### src/rtl/multicycle_control_pkg.sv
// Shared types and constants for the multi-cycle control unit.
//   state_t     : FSM state encoding
//   OP_*        : opcode values (low three opcode bits)
//   ALU_*       : ALU function codes driven on alu_op
//   ctrl_word_t : decoded control word, registered in DECODE
package ctrl_pkg;

  localparam int unsigned ALU_OP_W = 4;

  typedef enum logic [2:0] {
    IDLE   = 3'd0,
    DECODE = 3'd1,
    EXEC   = 3'd2,
    MEM    = 3'd3,
    WB     = 3'd4
  } state_t;

  localparam logic [2:0] OP_ADD = 3'd0;
  localparam logic [2:0] OP_SUB = 3'd1;
  localparam logic [2:0] OP_SLT = 3'd2;
  localparam logic [2:0] OP_SW  = 3'd3;
  localparam logic [2:0] OP_LW  = 3'd4;
  localparam logic [2:0] OP_AND = 3'd5;
  localparam logic [2:0] OP_OR  = 3'd6;
  localparam logic [2:0] OP_NOP = 3'd7;

  localparam logic [ALU_OP_W-1:0] ALU_AND = 4'b0000;
  localparam logic [ALU_OP_W-1:0] ALU_OR  = 4'b0001;
  localparam logic [ALU_OP_W-1:0] ALU_ADD = 4'b0010;
  localparam logic [ALU_OP_W-1:0] ALU_SUB = 4'b0110;
  localparam logic [ALU_OP_W-1:0] ALU_SLT = 4'b0111;

  typedef struct packed {
    logic [ALU_OP_W-1:0] alu_op;
    logic                alu_src;
    logic                reg_dst;
    logic                mem_to_reg;
    logic                mem_read;
    logic                mem_write;
    logic                is_mem;
    logic                is_nop;
    logic                illegal;
  } ctrl_word_t;

endpackage

### src/rtl/multicycle_control_if.sv
// Bundle of the control unit's fetch handshake, data-memory handshake and
// datapath strobes.
//   master : the control unit (drives ready, mem_req and all strobes)
//   slave  : fetch stage / memory / datapath side
interface multicycle_control_if #(
  parameter int unsigned OPCODE_W = 3
);
  logic                instr_valid;
  logic                instr_ready;
  logic [OPCODE_W-1:0] opcode;
  logic                mem_req;
  logic                mem_ack;
  logic                alu_en;
  logic [3:0]          alu_op;
  logic                alu_src;
  logic                reg_dst;
  logic                reg_write;
  logic                mem_to_reg;
  logic                mem_write;
  logic                mem_read;
  logic                busy;
  logic                illegal_op;
  logic                err_timeout;

  modport master (
    input  instr_valid, opcode, mem_ack,
    output instr_ready, mem_req, alu_en, alu_op, alu_src, reg_dst, reg_write,
           mem_to_reg, mem_write, mem_read, busy, illegal_op, err_timeout
  );

  modport slave (
    output instr_valid, opcode, mem_ack,
    input  instr_ready, mem_req, alu_en, alu_op, alu_src, reg_dst, reg_write,
           mem_to_reg, mem_write, mem_read, busy, illegal_op, err_timeout
  );
endinterface

### src/rtl/multicycle_control_decode.sv
// ctrl_decode: purely combinational opcode -> control word mapping.
//   opcode : OPCODE_W-bit instruction opcode (OPCODE_W >= 2)
//   cw     : decoded ctrl_word_t; only cw.illegal set for codes >= 8
module ctrl_decode
  import ctrl_pkg::*;
#(
  parameter int unsigned OPCODE_W = 3
) (
  input  logic [OPCODE_W-1:0] opcode,
  output ctrl_word_t          cw
);

  // Zero-extend so the low three bits and the "upper" bits exist for any width.
  localparam int unsigned EXT_W = OPCODE_W + 3;

  logic [EXT_W-1:0] ext;

  always_comb begin
    ext = EXT_W'(opcode);
    cw  = '0;
    case (ext[2:0])
      OP_ADD: begin cw.alu_op = ALU_ADD; cw.reg_dst = 1'b1; end
      OP_SUB: begin cw.alu_op = ALU_SUB; cw.reg_dst = 1'b1; end
      OP_SLT: begin cw.alu_op = ALU_SLT; cw.reg_dst = 1'b1; end
      OP_AND: begin cw.alu_op = ALU_AND; cw.reg_dst = 1'b1; end
      OP_OR:  begin cw.alu_op = ALU_OR;  cw.reg_dst = 1'b1; end
      OP_SW: begin
        cw.alu_op    = ALU_ADD;
        cw.alu_src   = 1'b1;
        cw.mem_write = 1'b1;
        cw.is_mem    = 1'b1;
      end
      OP_LW: begin
        cw.alu_op     = ALU_ADD;
        cw.alu_src    = 1'b1;
        cw.mem_read   = 1'b1;
        cw.mem_to_reg = 1'b1;
        cw.is_mem     = 1'b1;
      end
      OP_NOP:  cw.is_nop  = 1'b1;
      default: cw.illegal = 1'b1;
    endcase
    // Any bit above bit 2 set means the code is outside the defined map.
    if (|(ext >> 3)) begin
      cw         = '0;
      cw.illegal = 1'b1;
    end
  end

endmodule

### src/rtl/multicycle_control.sv
// multicycle_control: sequences one opcode per handshake through
// DECODE / EXEC / MEM / WB, drives datapath strobes and runs the data-memory
// req/ack handshake with a MEM_TIMEOUT-cycle abort.
//   clk   : rising-edge clock
//   rst_n : asynchronous active-low reset
//   bus   : multicycle_control_if.master (fetch handshake, memory handshake,
//           datapath strobes, busy / illegal_op / err_timeout)
// Every output is a function of state_q, cw_q, opcode_q or err_q only.
module multicycle_control
  import ctrl_pkg::*;
#(
  parameter int unsigned OPCODE_W    = 3,
  parameter int unsigned MEM_TIMEOUT = 15
) (
  input  logic                  clk,
  input  logic                  rst_n,
  multicycle_control_if.master  bus
);

  localparam int unsigned CNT_W = $clog2(MEM_TIMEOUT + 1);
  localparam logic [CNT_W-1:0] LAST_WAIT = CNT_W'(MEM_TIMEOUT - 1);

  state_t              state_q, state_d;
  logic [OPCODE_W-1:0] opcode_q;
  ctrl_word_t          dec;
  ctrl_word_t          cw_q;
  logic [CNT_W-1:0]    wait_q;
  logic                err_q;
  logic                timeout_c;
  logic                unused_cw;

  assign unused_cw = ^{cw_q.is_nop, cw_q.illegal};

  ctrl_decode #(.OPCODE_W(OPCODE_W)) u_decode (
    .opcode (opcode_q),
    .cw     (dec)
  );

  // State register.
  always_ff @(posedge clk or negedge rst_n) begin
    if (!rst_n) state_q <= IDLE;
    else        state_q <= state_d;
  end

  // Opcode / control-word capture, MEM wait counter, timeout pulse flop.
  always_ff @(posedge clk or negedge rst_n) begin
    if (!rst_n) begin
      opcode_q <= '0;
      cw_q     <= '0;
      wait_q   <= '0;
      err_q    <= 1'b0;
    end else begin
      err_q <= timeout_c;
      if (state_q == IDLE && bus.instr_valid) opcode_q <= bus.opcode;
      if (state_q == DECODE) cw_q <= dec;
      if (state_q == EXEC) begin
        wait_q <= '0;
      end else if (state_q == MEM && !bus.mem_ack) begin
        wait_q <= wait_q + CNT_W'(1);
      end
    end
  end

  // Next state and state-decoded outputs.
  always_comb begin
    state_d         = state_q;
    timeout_c       = 1'b0;
    bus.instr_ready = 1'b0;
    bus.mem_req     = 1'b0;
    bus.alu_en      = 1'b0;
    bus.alu_op      = ALU_AND;
    bus.alu_src     = 1'b0;
    bus.reg_dst     = 1'b0;
    bus.reg_write   = 1'b0;
    bus.mem_to_reg  = 1'b0;
    bus.mem_write   = 1'b0;
    bus.mem_read    = 1'b0;
    bus.busy        = (state_q != IDLE);
    bus.illegal_op  = 1'b0;
    bus.err_timeout = err_q;

    case (state_q)
      IDLE: begin
        bus.instr_ready = 1'b1;
        if (bus.instr_valid) state_d = DECODE;
      end
      DECODE: begin
        bus.illegal_op = dec.illegal;
        if (dec.illegal || dec.is_nop) state_d = IDLE;
        else                           state_d = EXEC;
      end
      EXEC: begin
        bus.alu_en  = 1'b1;
        bus.alu_op  = cw_q.alu_op;
        bus.alu_src = cw_q.alu_src;
        bus.reg_dst = cw_q.reg_dst;
        state_d     = cw_q.is_mem ? MEM : WB;
      end
      MEM: begin
        bus.mem_req   = 1'b1;
        bus.alu_op    = cw_q.alu_op;
        bus.mem_write = cw_q.mem_write;
        bus.mem_read  = cw_q.mem_read;
        // An ack on the last allowed cycle takes priority over the abort.
        if (bus.mem_ack) begin
          state_d = cw_q.mem_read ? WB : IDLE;
        end else if (wait_q == LAST_WAIT) begin
          state_d   = IDLE;
          timeout_c = 1'b1;
        end
      end
      WB: begin
        bus.reg_write  = 1'b1;
        bus.alu_op     = cw_q.alu_op;
        bus.reg_dst    = cw_q.reg_dst;
        bus.mem_to_reg = cw_q.mem_to_reg;
        state_d        = IDLE;
      end
      default: state_d = IDLE;
    endcase
  end

endmodule

### src/flat_wrapper.sv
// flat-port wrapper written by rule: the top's interface ports become plain ports
module multicycle_control_flat import ctrl_pkg::*;
#(
  parameter int unsigned OPCODE_W    = 3,
  parameter int unsigned MEM_TIMEOUT = 15
)
  (clk, rst_n, bus_instr_valid, bus_opcode, bus_mem_ack, bus_instr_ready, bus_mem_req, bus_alu_en, bus_alu_op, bus_alu_src, bus_reg_dst, bus_reg_write, bus_mem_to_reg, bus_mem_write, bus_mem_read, bus_busy, bus_illegal_op, bus_err_timeout);
  multicycle_control_if #(.OPCODE_W(OPCODE_W)) bus_i ();
  input  logic clk;
  input  logic rst_n;
  input wire logic [$bits(bus_i.instr_valid)-1:0] bus_instr_valid;
  input wire logic [$bits(bus_i.opcode)-1:0] bus_opcode;
  input wire logic [$bits(bus_i.mem_ack)-1:0] bus_mem_ack;
  output wire logic [$bits(bus_i.instr_ready)-1:0] bus_instr_ready;
  output wire logic [$bits(bus_i.mem_req)-1:0] bus_mem_req;
  output wire logic [$bits(bus_i.alu_en)-1:0] bus_alu_en;
  output wire logic [$bits(bus_i.alu_op)-1:0] bus_alu_op;
  output wire logic [$bits(bus_i.alu_src)-1:0] bus_alu_src;
  output wire logic [$bits(bus_i.reg_dst)-1:0] bus_reg_dst;
  output wire logic [$bits(bus_i.reg_write)-1:0] bus_reg_write;
  output wire logic [$bits(bus_i.mem_to_reg)-1:0] bus_mem_to_reg;
  output wire logic [$bits(bus_i.mem_write)-1:0] bus_mem_write;
  output wire logic [$bits(bus_i.mem_read)-1:0] bus_mem_read;
  output wire logic [$bits(bus_i.busy)-1:0] bus_busy;
  output wire logic [$bits(bus_i.illegal_op)-1:0] bus_illegal_op;
  output wire logic [$bits(bus_i.err_timeout)-1:0] bus_err_timeout;
  assign bus_i.instr_valid = bus_instr_valid;
  assign bus_i.opcode = bus_opcode;
  assign bus_i.mem_ack = bus_mem_ack;
  assign bus_instr_ready = bus_i.instr_ready;
  assign bus_mem_req = bus_i.mem_req;
  assign bus_alu_en = bus_i.alu_en;
  assign bus_alu_op = bus_i.alu_op;
  assign bus_alu_src = bus_i.alu_src;
  assign bus_reg_dst = bus_i.reg_dst;
  assign bus_reg_write = bus_i.reg_write;
  assign bus_mem_to_reg = bus_i.mem_to_reg;
  assign bus_mem_write = bus_i.mem_write;
  assign bus_mem_read = bus_i.mem_read;
  assign bus_busy = bus_i.busy;
  assign bus_illegal_op = bus_i.illegal_op;
  assign bus_err_timeout = bus_i.err_timeout;
  multicycle_control #(.OPCODE_W(OPCODE_W), .MEM_TIMEOUT(MEM_TIMEOUT)) u_core (.clk(clk), .rst_n(rst_n), .bus(bus_i));
endmodule
### config.mk
export PLATFORM = sky130hd
export DESIGN_NAME = multicycle_control_flat
export DESIGN_NICKNAME = d
export VERILOG_FILES = /design/src/rtl/multicycle_control_pkg.sv /design/src/rtl/multicycle_control_if.sv /design/src/rtl/multicycle_control_decode.sv /design/src/rtl/multicycle_control.sv /design/src/flat_wrapper.sv
export SDC_FILE = /design/constraint.sdc
export NUM_CORES = 1
export LEC_CHECK = 0
export CAP_MARGIN = 20
export CORE_MARGIN = 2
export CORE_UTILIZATION = 55
export CTS_CLUSTER_DIAMETER = 120
export DETAILED_ROUTE_END_ITERATION = 10
export PLACE_DENSITY = 0.84
export SKIP_LAST_GASP = 1
export SYNTH_ARGS = -nofsm -noshare
export SYNTH_HDL_FRONTEND = slang
export SYNTH_HIERARCHICAL = 1
export SYNTH_SLANG_ARGS = --single-unit
### constraint.sdc
create_clock -name clk -period 2.5 [get_ports clk]
set_clock_uncertainty 0.15 [all_clocks]
set_input_delay 0.75 -clock clk [delete_from_list [all_inputs] [get_ports clk]]
set_output_delay 0.75 -clock clk [all_outputs]
set_load 0.03 [all_outputs]
# == Word level (Yosys, flattened, before mapping) ==
# Index checks and enable logic that the tools add are counted.
# totals
register_bits,20
word_cells,66
output_inout_bits,16
inputBits,7
# classes
n_eq_ne,14
n_reduce_logical,13
n_addsub,1
mux,28
# ops
operator,count
3-bit one-hot mux with 4 select lines,2
1-bit 2-to-1 mux,16
"3-bit equality test, second input constant",5
3-bit 2-to-1 mux,5
"3-bit by 2-bit equality test with 1-bit output, second input constant",4
4-bit 2-to-1 mux,3
"3-bit by 1-bit equality test with 1-bit output, second input constant",2
3-bit zero test,2
3-bit OR reduction,2
5-bit OR reduction,1
"4-bit by 1-bit adder with 4-bit output, second input constant",1
"4-bit equality test, second input constant",1
2-bit 2-to-1 mux,2
2-bit OR reduction,2
"3-bit != test, second input constant",1
3-bit nonzero test,1
1-bit logical AND,2
"2-bit != test, second input constant",1
2-bit AND reduction,1
2-bit nonzero test,1
1-bit zero test,1

# == Longest topological paths before layout ==
# Gate-level depths: netlist of the first run.
# logic_depth
ltp_word,4
ltp_mapped,6
mapped_depth_nobuf,5

# == Hierarchy ==
# Netlist of the first run, hierarchy kept.
# by_module_without_submodules
module,cells_per_inst,area_each_um2,seq_area_each_um2,instances
multicycle_control,83,1019.7,525.5,1
ctrl_decode,24,182.7,0.0,1

# == Worst setup path after synthesis of the first run ==
# Ideal clock, no wire load.
# synth_timing
path_kind,reg-to-output
startpoint,register u_core.state_q[0]
endpoint,output bus_alu_op[0]
slack_ps,-72
t_arrival_ps,1672
n_path_buf,1
path_stages_with_launch,5
path_cell_list,dfrtp_1 -> buf_4 -> nor3b_2 -> nor2_1 -> nor2b_1
# synth_via
elab_chain_len,3
word_cells_on_any_way,5
classes_between,3 x eq/ne; 1 x mux; 1 x reduce/logical
# synth_rtl
item,line,text
"start, declared",multicycle_control.sv:23,"state_t state_q, state_d;"
"start signal, assigned",multicycle_control.sv:42,else state_q <= state_d;
3-bit equality test or 3-bit by 2-bit equality test with 1-bit output (tied branches),multicycle_control.sv:82,case (state_q)
3-bit OR reduction (no source line) *,-,
4-bit 2-to-1 mux *,multicycle_control.sv:82,
"end, declared",flat_wrapper.sv:17,output wire logic [$bits(bus_i.alu_op)-1:0] bus_alu_op;
# Mark *: on every way between the ends. The rest lies on a longest branch, timed or not.

# == Worst setup path after layout of the first run ==
# layout_timing
startpoint,register u_core.state_q[2]
endpoint,output bus_reg_dst
# layout_via
elab_chain_len,3
word_cells_on_any_way,4
classes_between,2 x eq/ne; 1 x mux; 1 x reduce/logical
# layout_rtl
item,line,text
3-bit equality test or 3-bit by 2-bit equality test with 1-bit output (tied branches),multicycle_control.sv:82,
2-bit OR reduction (no source line) *,-,
1-bit 2-to-1 mux *,multicycle_control.sv:82,
"end, declared",flat_wrapper.sv:19,output wire logic [$bits(bus_i.reg_dst)-1:0] bus_reg_dst;
# Marked as above.

==> impl_results.md, run 1 <==
* Avg WL per Cell at 14.0 µm
* Sum of overflow across all layers after global routing at 0
* H-tree depth reported by CTS at 1
* Combinational fraction of design power at 0.570
* Worst-path fanout max at 7
* # setup viols final at 0
* Arithmetic-cell share of the synthesized area counting full adders, half adders and majority gates at 0.0832
* Cell row count at 16
* Clock Latency Late Sink at 0.30 ns
* Number of antenna violations at the first check in global routing at 0
* Worst min-delay path class: flip-flop to flip-flop
* Global route hottest layer: met2
* Count of state elements after synthesis at 21
* Hold path startpoint: u_core/wait_q[3]
* Leading cell types by total area after synthesis: sky130_fd_sc_hd__dfrtp_1 (44%), sky130_fd_sc_hd__mux2_2 (12%), sky130_fd_sc_hd__ha_1 (8.3%), sky130_fd_sc_hd__buf_4 (3.7%), sky130_fd_sc_hd__nor2b_1 (3.1%)
* Start point of the critical path: u_core/state_q[2]
* Worst voltage drop across the vdd grid at 0.952 mV
* Final-report max-slew violation count at 0
* CTS max path bufs at 2
* Die boundary width at 50.8 µm
* Fraction of synthesized cell area taken by the top area cell type at 0.437
* Total die area at 2580 µm²
* Routing usage on met1 at 0.272
* Per-instance average area after synthesis at 11.2 µm²
* Critical path type: flip-flop to output port
* Data required time at the worst endpoint at about 1.6 ns
* PnR Total Power at roughly 1.8 mW
* Post-route setup slack at slightly below 0.06 ns
* Clock Tree Root: sky130_fd_sc_hd__clkbuf_4
* Complex-gate fraction of the synthesized area at 0.0562
* Mux cell area share after synthesis at 0.138
* Global-route met3 utilization at 0.0417
* Cell internal power dissipation at 1.04 mW
* Synth cell types at 34
* Dominant combinational cell family by area after synthesis: simple AND/OR/NAND/NOR gates
* Global-route wire length before repair at 3860 µm
* Synthesized area at 1200 µm²
* P&R area growth vs syn at 23.7%
* Die H at 50.8 µm
* Portion of the clock cycle consumed by the worst path in the final layout at 0.976
* Wirelength, routed at 2230 µm
* Largest area contributor in the synthesized netlist: sky130_fd_sc_hd__dfrtp_1
* Fraction of the mapped netlist area in simple logic gates at 0.208
* Post-Place Worst Slack at 0.158 ns
* Count of endpoints failing hold in the final timing report at 0
* Placed instance count at 155
* Detailed-route DRC error count at 0
* Post-route minimum period at between 2 and 2.5 ns
* Power share of the clock group at 0.087
* Starting density of the core at 0.601
* Global Route Usage Sum at 0.204
* Routing usage on met2 at 0.325
* Count of mapped cells out of synthesis at approximately 110
* Worst R2R Start: u_core/state_q[0]
* Switching portion of total power at 0.434
* Buffers on Ports at 21
* Sequential fraction of the synthesis area at 0.437
* Xor/xnor cell area share of the yosys netlist at 0
* Peak Freq at slightly above 400 MHz
* Crit path arrival time at 1.54 ns
* Type of origin of the critical path: flip-flop
* Register-to-register setup slack at 0.77 ns
* Status: finished, final reports clean
* Vias per cell at ~5.3
* Cell Pwr Density at 1240 nW/µm²
* Static Leakage at 0.736 nW
* Gpl congestion at 0.792
* Vias in the first global route at 853
* Number of CTS-inserted buffers at 3
* Vias at 846
* Setup repair after global routing missed its margin: yes
* TritonCTS clock tree: built
* Kind of capture point of the worst setup path: output port
* Number of DRC markers in iteration 0 at 11
* Share of post-route cells with drive strength above 1 at 0.406
* Iteration count of the initial detailed-routing pass at 5
* Count of pins on the block boundary at 23
* Count of warnings emitted by yosys at 6
* CTS sink cnt at 21
* Core box area at 2000 µm²
* Half-perimeter wire length after placement at ~1600 µm
* Post-detailed-route count of antenna-violating nets at 0
* MaxCap Viol Count at 0
* Layout Cells excl Fill at 160
* Proportion of power drawn by flip-flops and latches at 0.343
* Diodes inserted at 0
* Clock-pin transition on the worst setup and hold timing paths at about 0.12 ns
* Final #Nets at 149
* Sw Pwr at 0.798 mW
* Largest net degree at the start of global routing at 22
## power groups by stage
stage                     logic [mW]  registers (mW)  clock network [mW]
after floorplan                0.776           0.574                   0
after global placement         0.979           0.610                   0
after detailed placement        1.00           0.623                   0
after CTS                      0.994           0.619               0.166
after global routing            1.14           0.657               0.185
final                           1.05           0.631               0.161
## cell usage after synthesis
cell type,instances
sky130_fd_sc_hd__nor3b_2,1
sky130_fd_sc_hd__nor3_1,1
sky130_fd_sc_hd__nand2_1,5
sky130_fd_sc_hd__buf_2,1
sky130_fd_sc_hd__inv_1,4
sky130_fd_sc_hd__mux2i_1,2
sky130_fd_sc_hd__and2_1,4
sky130_fd_sc_hd__buf_4,6
sky130_fd_sc_hd__inv_2,2
sky130_fd_sc_hd__o21a_1,1
sky130_fd_sc_hd__o21ai_0,3
sky130_fd_sc_hd__o2bb2ai_1,1
sky130_fd_sc_hd__ha_1,8
sky130_fd_sc_hd__a31oi_1,2
sky130_fd_sc_hd__nor4b_1,1
sky130_fd_sc_hd__nor2b_1,6
sky130_fd_sc_hd__conb_1,1
sky130_fd_sc_hd__nor2b_2,1
sky130_fd_sc_hd__nand4_1,1
sky130_fd_sc_hd__nand4bb_1,1
sky130_fd_sc_hd__a21o_1,2
sky130_fd_sc_hd__a21oi_2,1
sky130_fd_sc_hd__and4bb_2,1
sky130_fd_sc_hd__and3_1,2
sky130_fd_sc_hd__mux2_2,13
sky130_fd_sc_hd__and2_2,2
sky130_fd_sc_hd__nand3_1,3
sky130_fd_sc_hd__buf_6,1
sky130_fd_sc_hd__nor3_2,1
sky130_fd_sc_hd__dfrtp_1,21
sky130_fd_sc_hd__clkinv_2,1
sky130_fd_sc_hd__nor4b_4,1
sky130_fd_sc_hd__nor2_1,5
sky130_fd_sc_hd__or3b_1,1
## sequential cells by signal, summed over array words and instances (netlist names)
signal / cells
u_core/cw_q: 10
u_core/wait_q: 4
u_core/opcode_q: 3
u_core/state_q: 3
u_core/bus.err_timeout: 1
## cell families after synthesis
group,Yosys count
and+or+nand+nor,37
other,1
buffers and inverters,15
adders and majority gates,8
muxes,15
DFF,21
AOI/OAI and AO/OA,10
## placed cells by master (no fill, tap or decap), types with 2 or more instances in the layout
| master | synthesis | layout |
|---|---|---|
| sky130_fd_sc_hd__a21o_1 | 2 | 2 |
| sky130_fd_sc_hd__a31oi_1 | 2 | 2 |
| sky130_fd_sc_hd__and2_1 | 4 | 3 |
| sky130_fd_sc_hd__and2_2 | 2 | 2 |
| sky130_fd_sc_hd__and3_1 | 2 | 2 |
| sky130_fd_sc_hd__buf_4 | 6 | 16 |
| sky130_fd_sc_hd__buf_6 | 1 | 3 |
| sky130_fd_sc_hd__clkbuf_4 | 0 | 3 |
| sky130_fd_sc_hd__clkdlybuf4s50_1 | 0 | 7 |
| sky130_fd_sc_hd__conb_1 | 1 | 2 |
| sky130_fd_sc_hd__dfrtp_1 | 21 | 18 |
| sky130_fd_sc_hd__dfrtp_2 | 0 | 3 |
| sky130_fd_sc_hd__dlygate4sd2_1 | 0 | 3 |
| sky130_fd_sc_hd__ha_1 | 8 | 8 |
| sky130_fd_sc_hd__inv_1 | 4 | 4 |
| sky130_fd_sc_hd__inv_2 | 2 | 2 |
| sky130_fd_sc_hd__mux2_2 | 13 | 13 |
| sky130_fd_sc_hd__mux2i_1 | 2 | 2 |
| sky130_fd_sc_hd__nand2_1 | 5 | 5 |
| sky130_fd_sc_hd__nand3_1 | 3 | 3 |
| sky130_fd_sc_hd__nor2_1 | 5 | 4 |
| sky130_fd_sc_hd__nor2b_1 | 6 | 5 |
| sky130_fd_sc_hd__o21ai_0 | 3 | 3 |
## routing by layer
layer	wire length, µm	share of wire	vias up
li1	-	-	410
met1	1000	0.45	399
met2	1050	0.47	31
met3	142	0.064	6
met4	42	0.019	0
met5	0	0	-
## critical path, cell delays in order (launching register included)
cell                      delay [ns]
sky130_fd_sc_hd__dfrtp_2        0.47
sky130_fd_sc_hd__or3b_4         0.43
sky130_fd_sc_hd__inv_4          0.08
sky130_fd_sc_hd__o21a_1         0.13
sky130_fd_sc_hd__buf_6          0.13
## repair_timing
| item | in CTS | in global routing |
|---|---|---|
| endpoints found under the setup margin | 11 | 7 |
| endpoints found under the hold margin | 0 | 0 |
| setup buffers | 0 | 1 |
| pin swaps | 0 | 3 |
| hold buffers | 0 | 0 |
| gates resized for setup | 6 | 11 |
## final timing paths
| path | to | cells past startpoint |
|---|---|---|
| setup / recovery | bus_reg_dst | 4 |
| hold / removal | u_core/wait_q[3] | 1 |
| setup reg to reg | u_core/cw_q[9] | 5 |
| hold reg to reg | u_core/wait_q[3] | 1 |
| max in group asynchronous | u_core/state_q[1] | 2 |
| min in group asynchronous | u_core/cw_q[6] | 2 |
## stage by stage
step	TNS [ns]	hold WS, ns	area [µm²]	util
2_1_floorplan	-0.302	0.296	1210	-
3_3_place_gp	0	0.310	1410	0.706
3_5_place_dp	0	0.334	1410	0.706
4_1_cts	0	0.350	1440	0.721
5_1_grt	-0.0728	0.373	1490	0.743
6_report	0	0.356	1490	0.743
## layout make-up
class	count	area [µm²]
fill	138	514
tap	27	33.8
clock inverter	1	5.00
multi-input combinational	72	618
timing repair buffer	29	250
clock buffer	3	22.5
inverter	7	28.8
sequential	21	529
Note: power is estimated with default switching activity, not from simulation.
==> run 2: changes to the inputs <==
- CAP_MARGIN: 20 -> 10
==> results of run 2 <==
Same layout as run 1: the final DEF is identical, and so are final timing and power.
